File: src/rtl/rc4_decrypt_engine.sv
// RC4 decryption engine: S-array init, key scheduling and PRGA/XOR over a ciphertext ROM,
// writing plaintext to RAM and flagging whether every byte is lowercase ASCII or space.
module rc4_decrypt_engine #(
  parameter int KEY_BYTES    = 3,
  parameter int MSG_LEN      = 32,
  parameter int MSG_AW       = 5,
  parameter int ABORT_ON_BAD = 0
) (
  input  logic                   clk,
  input  logic                   reset_n,
  input  logic                   start,
  input  logic [8*KEY_BYTES-1:0] key,
  output logic                   busy,
  output logic                   done,
  output logic                   ascii_ok,
  output logic [7:0]             s_addr,
  output logic [7:0]             s_wdata,
  output logic                   s_wren,
  input  logic [7:0]             s_rdata,
  output logic [MSG_AW-1:0]      ct_addr,
  input  logic [7:0]             ct_rdata,
  output logic [MSG_AW-1:0]      pt_addr,
  output logic [7:0]             pt_wdata,
  output logic                   pt_wren
);

  typedef enum logic [4:0] {
    IDLE, INIT,
    KSA_RDI, KSA_RDI_W, KSA_RDJ, KSA_RDJ_W, KSA_WRI, KSA_WRJ,
    PR_RDI, PR_RDI_W, PR_RDJ, PR_RDJ_W, PR_WRI, PR_WRJ, PR_RDF, PR_RDF_W,
    DONE
  } state_t;

  state_t            r_state, w_next;
  logic [7:0]        r_i, r_j, r_kidx, r_si, r_sj;
  logic [MSG_AW-1:0] r_k;
  logic              r_ascii;
  logic [7:0]        w_key_byte, w_pt;
  logic              w_pt_ok, w_last_i, w_last_k, w_exit;

  // Key byte 0 sits in the most significant byte of the key bus.
  always_comb begin
    w_key_byte = 8'h00;
    for (int n = 0; n < KEY_BYTES; n++) begin
      if (r_kidx == 8'(n)) w_key_byte = key[8*(KEY_BYTES-n)-1 -: 8];
    end
  end

  assign w_pt     = s_rdata ^ ct_rdata;
  assign w_pt_ok  = ((w_pt >= 8'h61) && (w_pt <= 8'h7A)) || (w_pt == 8'h20);
  assign w_last_i = (r_i == 8'hFF);
  assign w_last_k = (r_k == MSG_AW'(MSG_LEN - 1));
  assign w_exit   = w_last_k || ((ABORT_ON_BAD != 0) && !w_pt_ok);
  assign ascii_ok = r_ascii;

  always_ff @(posedge clk or negedge reset_n) begin
    if (!reset_n) r_state <= IDLE;
    else          r_state <= w_next;
  end

  always_comb begin
    w_next   = r_state;
    busy     = (r_state != IDLE) && (r_state != DONE);
    done     = 1'b0;
    s_addr   = 8'h00;
    s_wdata  = 8'h00;
    s_wren   = 1'b0;
    ct_addr  = '0;
    pt_addr  = '0;
    pt_wdata = 8'h00;
    pt_wren  = 1'b0;
    case (r_state)
      IDLE:      if (start) w_next = INIT;
      INIT: begin
        s_addr  = r_i;
        s_wdata = r_i;
        s_wren  = 1'b1;
        if (w_last_i) w_next = KSA_RDI;
      end
      KSA_RDI: begin
        s_addr = r_i;
        w_next = KSA_RDI_W;
      end
      KSA_RDI_W: w_next = KSA_RDJ;
      KSA_RDJ: begin
        s_addr = r_j;
        w_next = KSA_RDJ_W;
      end
      KSA_RDJ_W: w_next = KSA_WRI;
      KSA_WRI: begin
        s_addr  = r_i;
        s_wdata = r_sj;
        s_wren  = 1'b1;
        w_next  = KSA_WRJ;
      end
      // The j write lands last so an i==j swap leaves S unchanged.
      KSA_WRJ: begin
        s_addr  = r_j;
        s_wdata = r_si;
        s_wren  = 1'b1;
        w_next  = w_last_i ? PR_RDI : KSA_RDI;
      end
      PR_RDI: begin
        s_addr = r_i;
        w_next = PR_RDI_W;
      end
      PR_RDI_W: w_next = PR_RDJ;
      PR_RDJ: begin
        s_addr = r_j;
        w_next = PR_RDJ_W;
      end
      PR_RDJ_W: w_next = PR_WRI;
      PR_WRI: begin
        s_addr  = r_i;
        s_wdata = r_sj;
        s_wren  = 1'b1;
        w_next  = PR_WRJ;
      end
      PR_WRJ: begin
        s_addr  = r_j;
        s_wdata = r_si;
        s_wren  = 1'b1;
        w_next  = PR_RDF;
      end
      PR_RDF: begin
        s_addr  = r_si + r_sj;
        ct_addr = r_k;
        w_next  = PR_RDF_W;
      end
      PR_RDF_W: begin
        pt_addr  = r_k;
        pt_wdata = w_pt;
        pt_wren  = 1'b1;
        w_next   = w_exit ? DONE : PR_RDI;
      end
      DONE: begin
        done   = 1'b1;
        w_next = IDLE;
      end
      default: w_next = IDLE;
    endcase
  end

  always_ff @(posedge clk or negedge reset_n) begin
    if (!reset_n) begin
      r_i     <= 8'h00;
      r_j     <= 8'h00;
      r_k     <= '0;
      r_kidx  <= 8'h00;
      r_ascii <= 1'b0;
    end else begin
      case (r_state)
        IDLE: if (start) begin
          r_ascii <= 1'b1;
          r_i     <= 8'h00;
          r_j     <= 8'h00;
          r_k     <= '0;
          r_kidx  <= 8'h00;
        end
        INIT:      r_i <= r_i + 8'h01;
        KSA_RDI_W: r_j <= r_j + s_rdata + w_key_byte;
        KSA_WRJ: begin
          r_kidx <= (r_kidx == 8'(KEY_BYTES - 1)) ? 8'h00 : r_kidx + 8'h01;
          if (w_last_i) begin
            r_i <= 8'h01;
            r_j <= 8'h00;
            r_k <= '0;
          end else begin
            r_i <= r_i + 8'h01;
          end
        end
        PR_RDI_W:  r_j <= r_j + s_rdata;
        PR_RDF_W: begin
          r_ascii <= r_ascii & w_pt_ok;
          if (!w_exit) begin
            r_k <= r_k + 1'b1;
            r_i <= r_i + 8'h01;
          end
        end
        default: ;
      endcase
    end
  end

  // Swap operands are pure data and need no reset.
  always_ff @(posedge clk) begin
    if (r_state == KSA_RDI_W || r_state == PR_RDI_W) r_si <= s_rdata;
    if (r_state == KSA_RDJ_W || r_state == PR_RDJ_W) r_sj <= s_rdata;
  end

endmodule

File: config.mk
export PLATFORM = sky130hd
export DESIGN_NAME = rc4_decrypt_engine
export DESIGN_NICKNAME = d
export VERILOG_FILES = /design/src/rtl/rc4_decrypt_engine.sv
export SDC_FILE = /design/constraint.sdc
export NUM_CORES = 1
export LEC_CHECK = 0
export ABC_AREA = 1
export CAP_MARGIN = 20
export CELL_PAD_IN_SITES_DETAIL_PLACEMENT = 1
export CELL_PAD_IN_SITES_GLOBAL_PLACEMENT = 1
export CORE_ASPECT_RATIO = 1.4
export CORE_MARGIN = 1.5
export CORE_UTILIZATION = 41
export CTS_CLUSTER_DIAMETER = 30
export DETAILED_ROUTE_END_ITERATION = 8
export GPL_TIMING_DRIVEN = 1
export PLACE_DENSITY = 0.95
export SLEW_MARGIN = 20
export SYNTH_ARGS = -nofsm -noshare
export SYNTH_HDL_FRONTEND = slang
export SYNTH_SLANG_ARGS = --single-unit
File: constraint.sdc
create_clock -name clk -period 7.7 [get_ports clk]
set_clock_uncertainty 0.15 [all_clocks]
set_input_delay 2.31 -clock clk [delete_from_list [all_inputs] [get_ports clk]]
set_output_delay 2.31 -clock clk [all_outputs]
set_load 0.05 [all_outputs]
; ---- Yosys cells after proc, flatten, opt, wreduce, memory -nomap -nowiden
; Cells that the tools add are included.
[op_classes]
addsub = 6
magnitude_cmp = 2
eq_ne = 26
n_mux = 30
n_bitwise = 2
n_reduce_logical = 24
[ops]
columns = operator, count
row1 = 5-bit case mux with 16 select lines, 1
row2 = 8-bit two-way mux, 9
row3 = 8-bit case mux with 4 select lines, 2
row4 = 8-bit case mux with 3 select lines, 2
row5 = "5-bit by 4-bit equality test with 1-bit output, second input constant", 8
row6 = 5-bit two-way mux, 8
row7 = 8-bit adder, 3
row8 = "5-bit by 3-bit equality test with 1-bit output, second input constant", 4
row9 = "8-bit by 1-bit adder with 8-bit output, second input constant", 2
row10 = 8-bit case mux with 2 select lines, 1
row11 = 5-bit case mux with 3 select lines, 1
row12 = "5-bit by 2-bit equality test with 1-bit output, second input constant", 2
row13 = "5-bit equality test, second input constant", 2
row14 = 5-bit OR reduction, 2
row15 = "8-bit by 1-bit equality test with 1-bit output, second input constant", 1
row16 = "8-bit by 2-bit equality test with 1-bit output, second input constant", 1
row17 = "8-bit by 6-bit equality test with 1-bit output, second input constant", 1
row18 = "8-bit equality test, second input constant", 1
row19 = "8-bit by 7-bit >= comparator with 1-bit output, second input constant", 1
row20 = "8-bit by 7-bit less-or-equal comparator with 1-bit output, second input constant", 1
row21 = 8-bit logical NOT, 1
row22 = "2-bit inequality test, second input constant", 4
row23 = 4-bit nonzero test, 2
row24 = 8-bit XOR, 1
row25 = 18 further kinds, 29
[word_totals]
reg_bits = 51
in_bits = 43
out_inout_bits = 39
word_cells = 98

; ---- Depth between registers and ports, before layout
[logic_depth]
word_depth = 6
ltp_mapped = 21
depth_no_buf = 21

; ---- Worst setup path before layout
; OpenSTA, ideal clock, no wires.
[synth_timing]
path_kind = input port to output port
start = input port s_rdata[6]
end = output port pt_wdata[6]
arrival_ns = 3.113
required_ns = 5.240
slack_ns = 2.127
cell_stages = 2
path_buffers = 0
cell_sequence = xnor2_1 nor2_1
[synth_via]
elab_chain_len = 2
[synth_lines]
columns = element, line_no
row1 = "start, declared", 19  ; input logic [7:0] s_rdata,
row2 = 8-bit XOR, 49  ; assign w_pt = s_rdata ^ ct_rdata;
row3 = 8-bit two-way mux, 72  ; case (r_state)
row4 = "end, declared", 23  ; output logic [7:0] pt_wdata,
; No other way between the ends.

; ---- Worst setup path after layout
[layout_timing]
start = input port s_rdata[4]
end = output port pt_wdata[4]
; Same word-level chain as after synthesis.

==> summary.md <==
| Metric | Value |
|---|---|
| Crit-path max FO | 4 |
| EDFF count, synth | 16 |
| Port Buf Inserts | 81 |
| Drt initial violations | 156 |
| Status | completed |
| Synth unique cells | 46 |
| Clk slew on worst S/H paths | 70 ps |
| Clk Latency, worst-skew pair | 300 ps |
| GRT Residual Overflow | 0 |
| Final worst-path setup slack | 1100 ps |
| Finish-stage setup viols | 0 |
| Detailed Routing Iterations Pass 1 | 4 |
| Synth area leaders | dfrtp_1 (21%), nand2_1 (14%), edfxtp_1 (12%) |
| Crit. End Element | output port |
| Utilization after layout | 54.3% |
| Vias in the first global route | 4786 |
| #FFs+latches synth | 51 |
| Final Slew Violations | 0 |
| Post-CTS Resized | 0 |
| Post-Synth XOR/XNOR Area | 3.87% |
| CTS tree | done |
| Routed WL per cell | 18.5 um |
| Layout cells sized above 1 | 6.39% |
| Reg power frac | 47.2% |
| Antenna violations before repair | 0 |
| Hold_buf cts | 0 |
| CP startpoint kind | input pin |
| Max-cap violations | 0 |
| Synth Area in Compound Gates | 14.4% |
| Async SR Flop Fraction | 68.6% |
| Total number of vias | 4337 |
| Postcts setup bufs | 0 |
| Internal power | 0.443 mW |
| CTS Buf Count | 5 |
| Wire length of the first global-routing pass | 23.1 mm |
| GRT Overall Usage | 28.6% |
| Rows | 42 |
| Most used DFF post-synth | dfrtp_1 |
| Highest metal used | met4 |
| Worst path arrival time | 4140 ps |
| Adder-Cell Fraction of Synth Area | 10.1% |
| RSZ-0062 raised after global routing | false |
| Switch share | 26.6% |
| Worst-Margin Slew | 1010 ps |
| DRT met1 WL | 4.97 mm |
| Combinational group share of total power | 15.2% |
| Maximum vdd drop | 79.1 uV |
| Syn_nets | 629 |
| Tmin final | 6600 ps |
| CTS root buf | clkbuf_16 |
| Clock tree buffer depth | 2 |
| Worst EP required | 5240 ps |
| WL final | 14.3 mm |
| Final hold viol count | 0 |
| Syn Area/Cell | 7.34 um^2 |
| Met3 wire len | 606 um |
| Final net count | 715 |
| FMAX | 151 MHz |
| Met2 routed WL | 7.80 mm |
| Yosys top cell area share | 21.5% |
| Die Y-Extent | 121 um |
| Full die area | 10600 um^2 |
| Worst hold path type | flip-flop to flip-flop |
| Switch Pwr | 0.161 mW |
| Layout fillers | 1229 |
| Antenna diodes | 0 |
| Initial Utilization | 42.6% |
| DRC | 0 |
| Simple-gate portion of the synthesized area | 31.2% |
| PD cells | 116 nW/um^2 |
| Clock Sink Count | 51 |
| Dominant cell type by area after synthesis | dfrtp_1 |
| Seq/Total Area, Yosys | 33.3% |
| Main combinational cell family by area after synthesis | simple AND/OR/NAND/NOR gates |
| Setup slack at placement | 1150 ps |
| Hpwl dp | 11.5 mm |
| Syn Inst Count | 555 |
| Vias per inst | 5.60 |
| Clock group share of total power | 37.6% |
| Final worst-path cycle share | 85.7% |
| Boundary Pins | 82 |
| RD Place Congestion | 0.864 |
| Core area | 9560 um^2 |
| Worst slew margin | 32.5% |
| Fraction of synthesized area in multiplexers | 0% |
| Max H-tree Level | 2 |
| R2R setup slack | 4280 ps |
| Synth warn | 0 |
| Leakage Power | 2.33 nW |
| Die width | 87.3 um |
| WS Path Type | input pin to output port |
| Antenna viol nets, final | 0 |
| Synth Cell Area | 4080 um^2 |
| Pin count of the biggest net entering global routing | 36 |
| Area delta synth->final | 27.3% |
| Final setup TNS | 0 ps |
## power groups by stage
stage | clock (mW) | combinational [mW] | sequential, mW
2_1_floorplan | 0 | 0.0453 | 0.289
3_3_place_gp | 0 | 0.0843 | 0.290
3_5_place_dp | 0 | 0.0909 | 0.290
4_1_cts | 0.227 | 0.0923 | 0.285
5_1_grt | 0.239 | 0.102 | 0.285
6_report | 0.227 | 0.0921 | 0.285
## worst max-delay path: stages
cell             delay [ps]
clkdlybuf4s50_1         480
xnor2_1                 510
nor2_1                  110
clkdlybuf4s50_1         730
## layout by cell type (no fill, tap or decap), types with 2 or more instances in the layout
master             n
nand2_1          148
clkdlybuf4s50_1   81
nor2_1            68
inv_1             64
dfrtp_1           35
a21oi_1           32
nand3_1           32
ha_1              28
o21ai_0           19
edfxtp_1          16
o211ai_1          12
xnor2_1           10
inv_2              9
xor2_1             8
a22oi_1            7
nor3_1             6
nand3b_1           5
a31oi_1            5
clkbuf_16          5
o221ai_1           4
o21ai_1            4
nor2_2             3
or2_2              3
o21ai_2            3
nand3_2            3
fa_1               3
nand4_1            2
nor2_8             2
nor2_4             2
o22ai_1            2
nor3_2             2
nor3b_1            2
inv_4              2
## flip-flops by register name, indices dropped and copies added (netlist names)
name,count
r_i,8
r_si,8
r_kidx,8
r_k,5
r_state,5
r_j,8
ascii_ok,1
r_sj,8
## layer usage
metal / vias up / global-route usage (%)
li1: 2009 / -
met4: 0 / 19.7
met1: 2124 / 28.5
met5: - / 0
met2: 145 / 52.9
met3: 59 / 4.22
## layout make-up
class / instances / area [um^2] / share of cell area (%)
multi-input combinational: 427 / 2430 / 46.8
inverter: 74 / 278 / 5.35
sequential: 51 / 1360 / 26.1
timing repair buffer: 82 / 818 / 15.8
clock buffer: 5 / 125 / 2.41
tap: 132 / 165 / 3.18
clock inverter: 3 / 17.5 / 0.338
## cell usage after synthesis, drive strengths merged (2+ instances only)
| library cell | count |
|---|---|
| a21oi | 33 |
| a22oi | 7 |
| a31oi | 5 |
| buf | 2 |
| dfrtp | 35 |
| edfxtp | 16 |
| fa | 3 |
| ha | 28 |
| inv | 73 |
| nand2 | 150 |
| nand3 | 36 |
| nand3b | 5 |
| nand4 | 2 |
| nor2 | 75 |
| nor3 | 9 |
| nor3b | 2 |
| o211ai | 12 |
| o21ai | 26 |
| o221ai | 4 |
| o22ai | 2 |
| or2 | 4 |
| xnor2 | 10 |
| xor2 | 8 |
## stage by stage
step	hold WS [ps]	std cells	instance area (um^2)	power [mW]
after floorplan	318	555	4080	0.334
after global placement	350	766	5050	0.374
after detailed placement	360	766	5050	0.381
after CTS	386	774	5190	0.604
after global routing	425	774	5190	0.626
final	383	774	5190	0.604
## final timing paths
kind / from / end / cells after the start
worst max register to register: r_kidx[0] / r_j[6] / 19
worst min register to register: r_kidx[7] / r_kidx[7] / 2
max in group asynchronous: reset_n / r_j[4] / 2
worst min-delay path: r_kidx[7] / r_kidx[7] / 2
min in group asynchronous: reset_n / r_kidx[5] / 2
worst max-delay path: s_rdata[4] / pt_wdata[4] / 4
## cell families (layout without fill, tap and decap cells)
kind of cell               after synthesis  count (layout)
buffers and inverters                   77             164
adders and majority gates               31              31
xor gates and xnor gates                18              18
and+or+nand+nor                        283             283
DFF                                     51              51
AOI/OAI and AO/OA                       95              95
No activity file was read; power rests on OpenSTA's default activity.
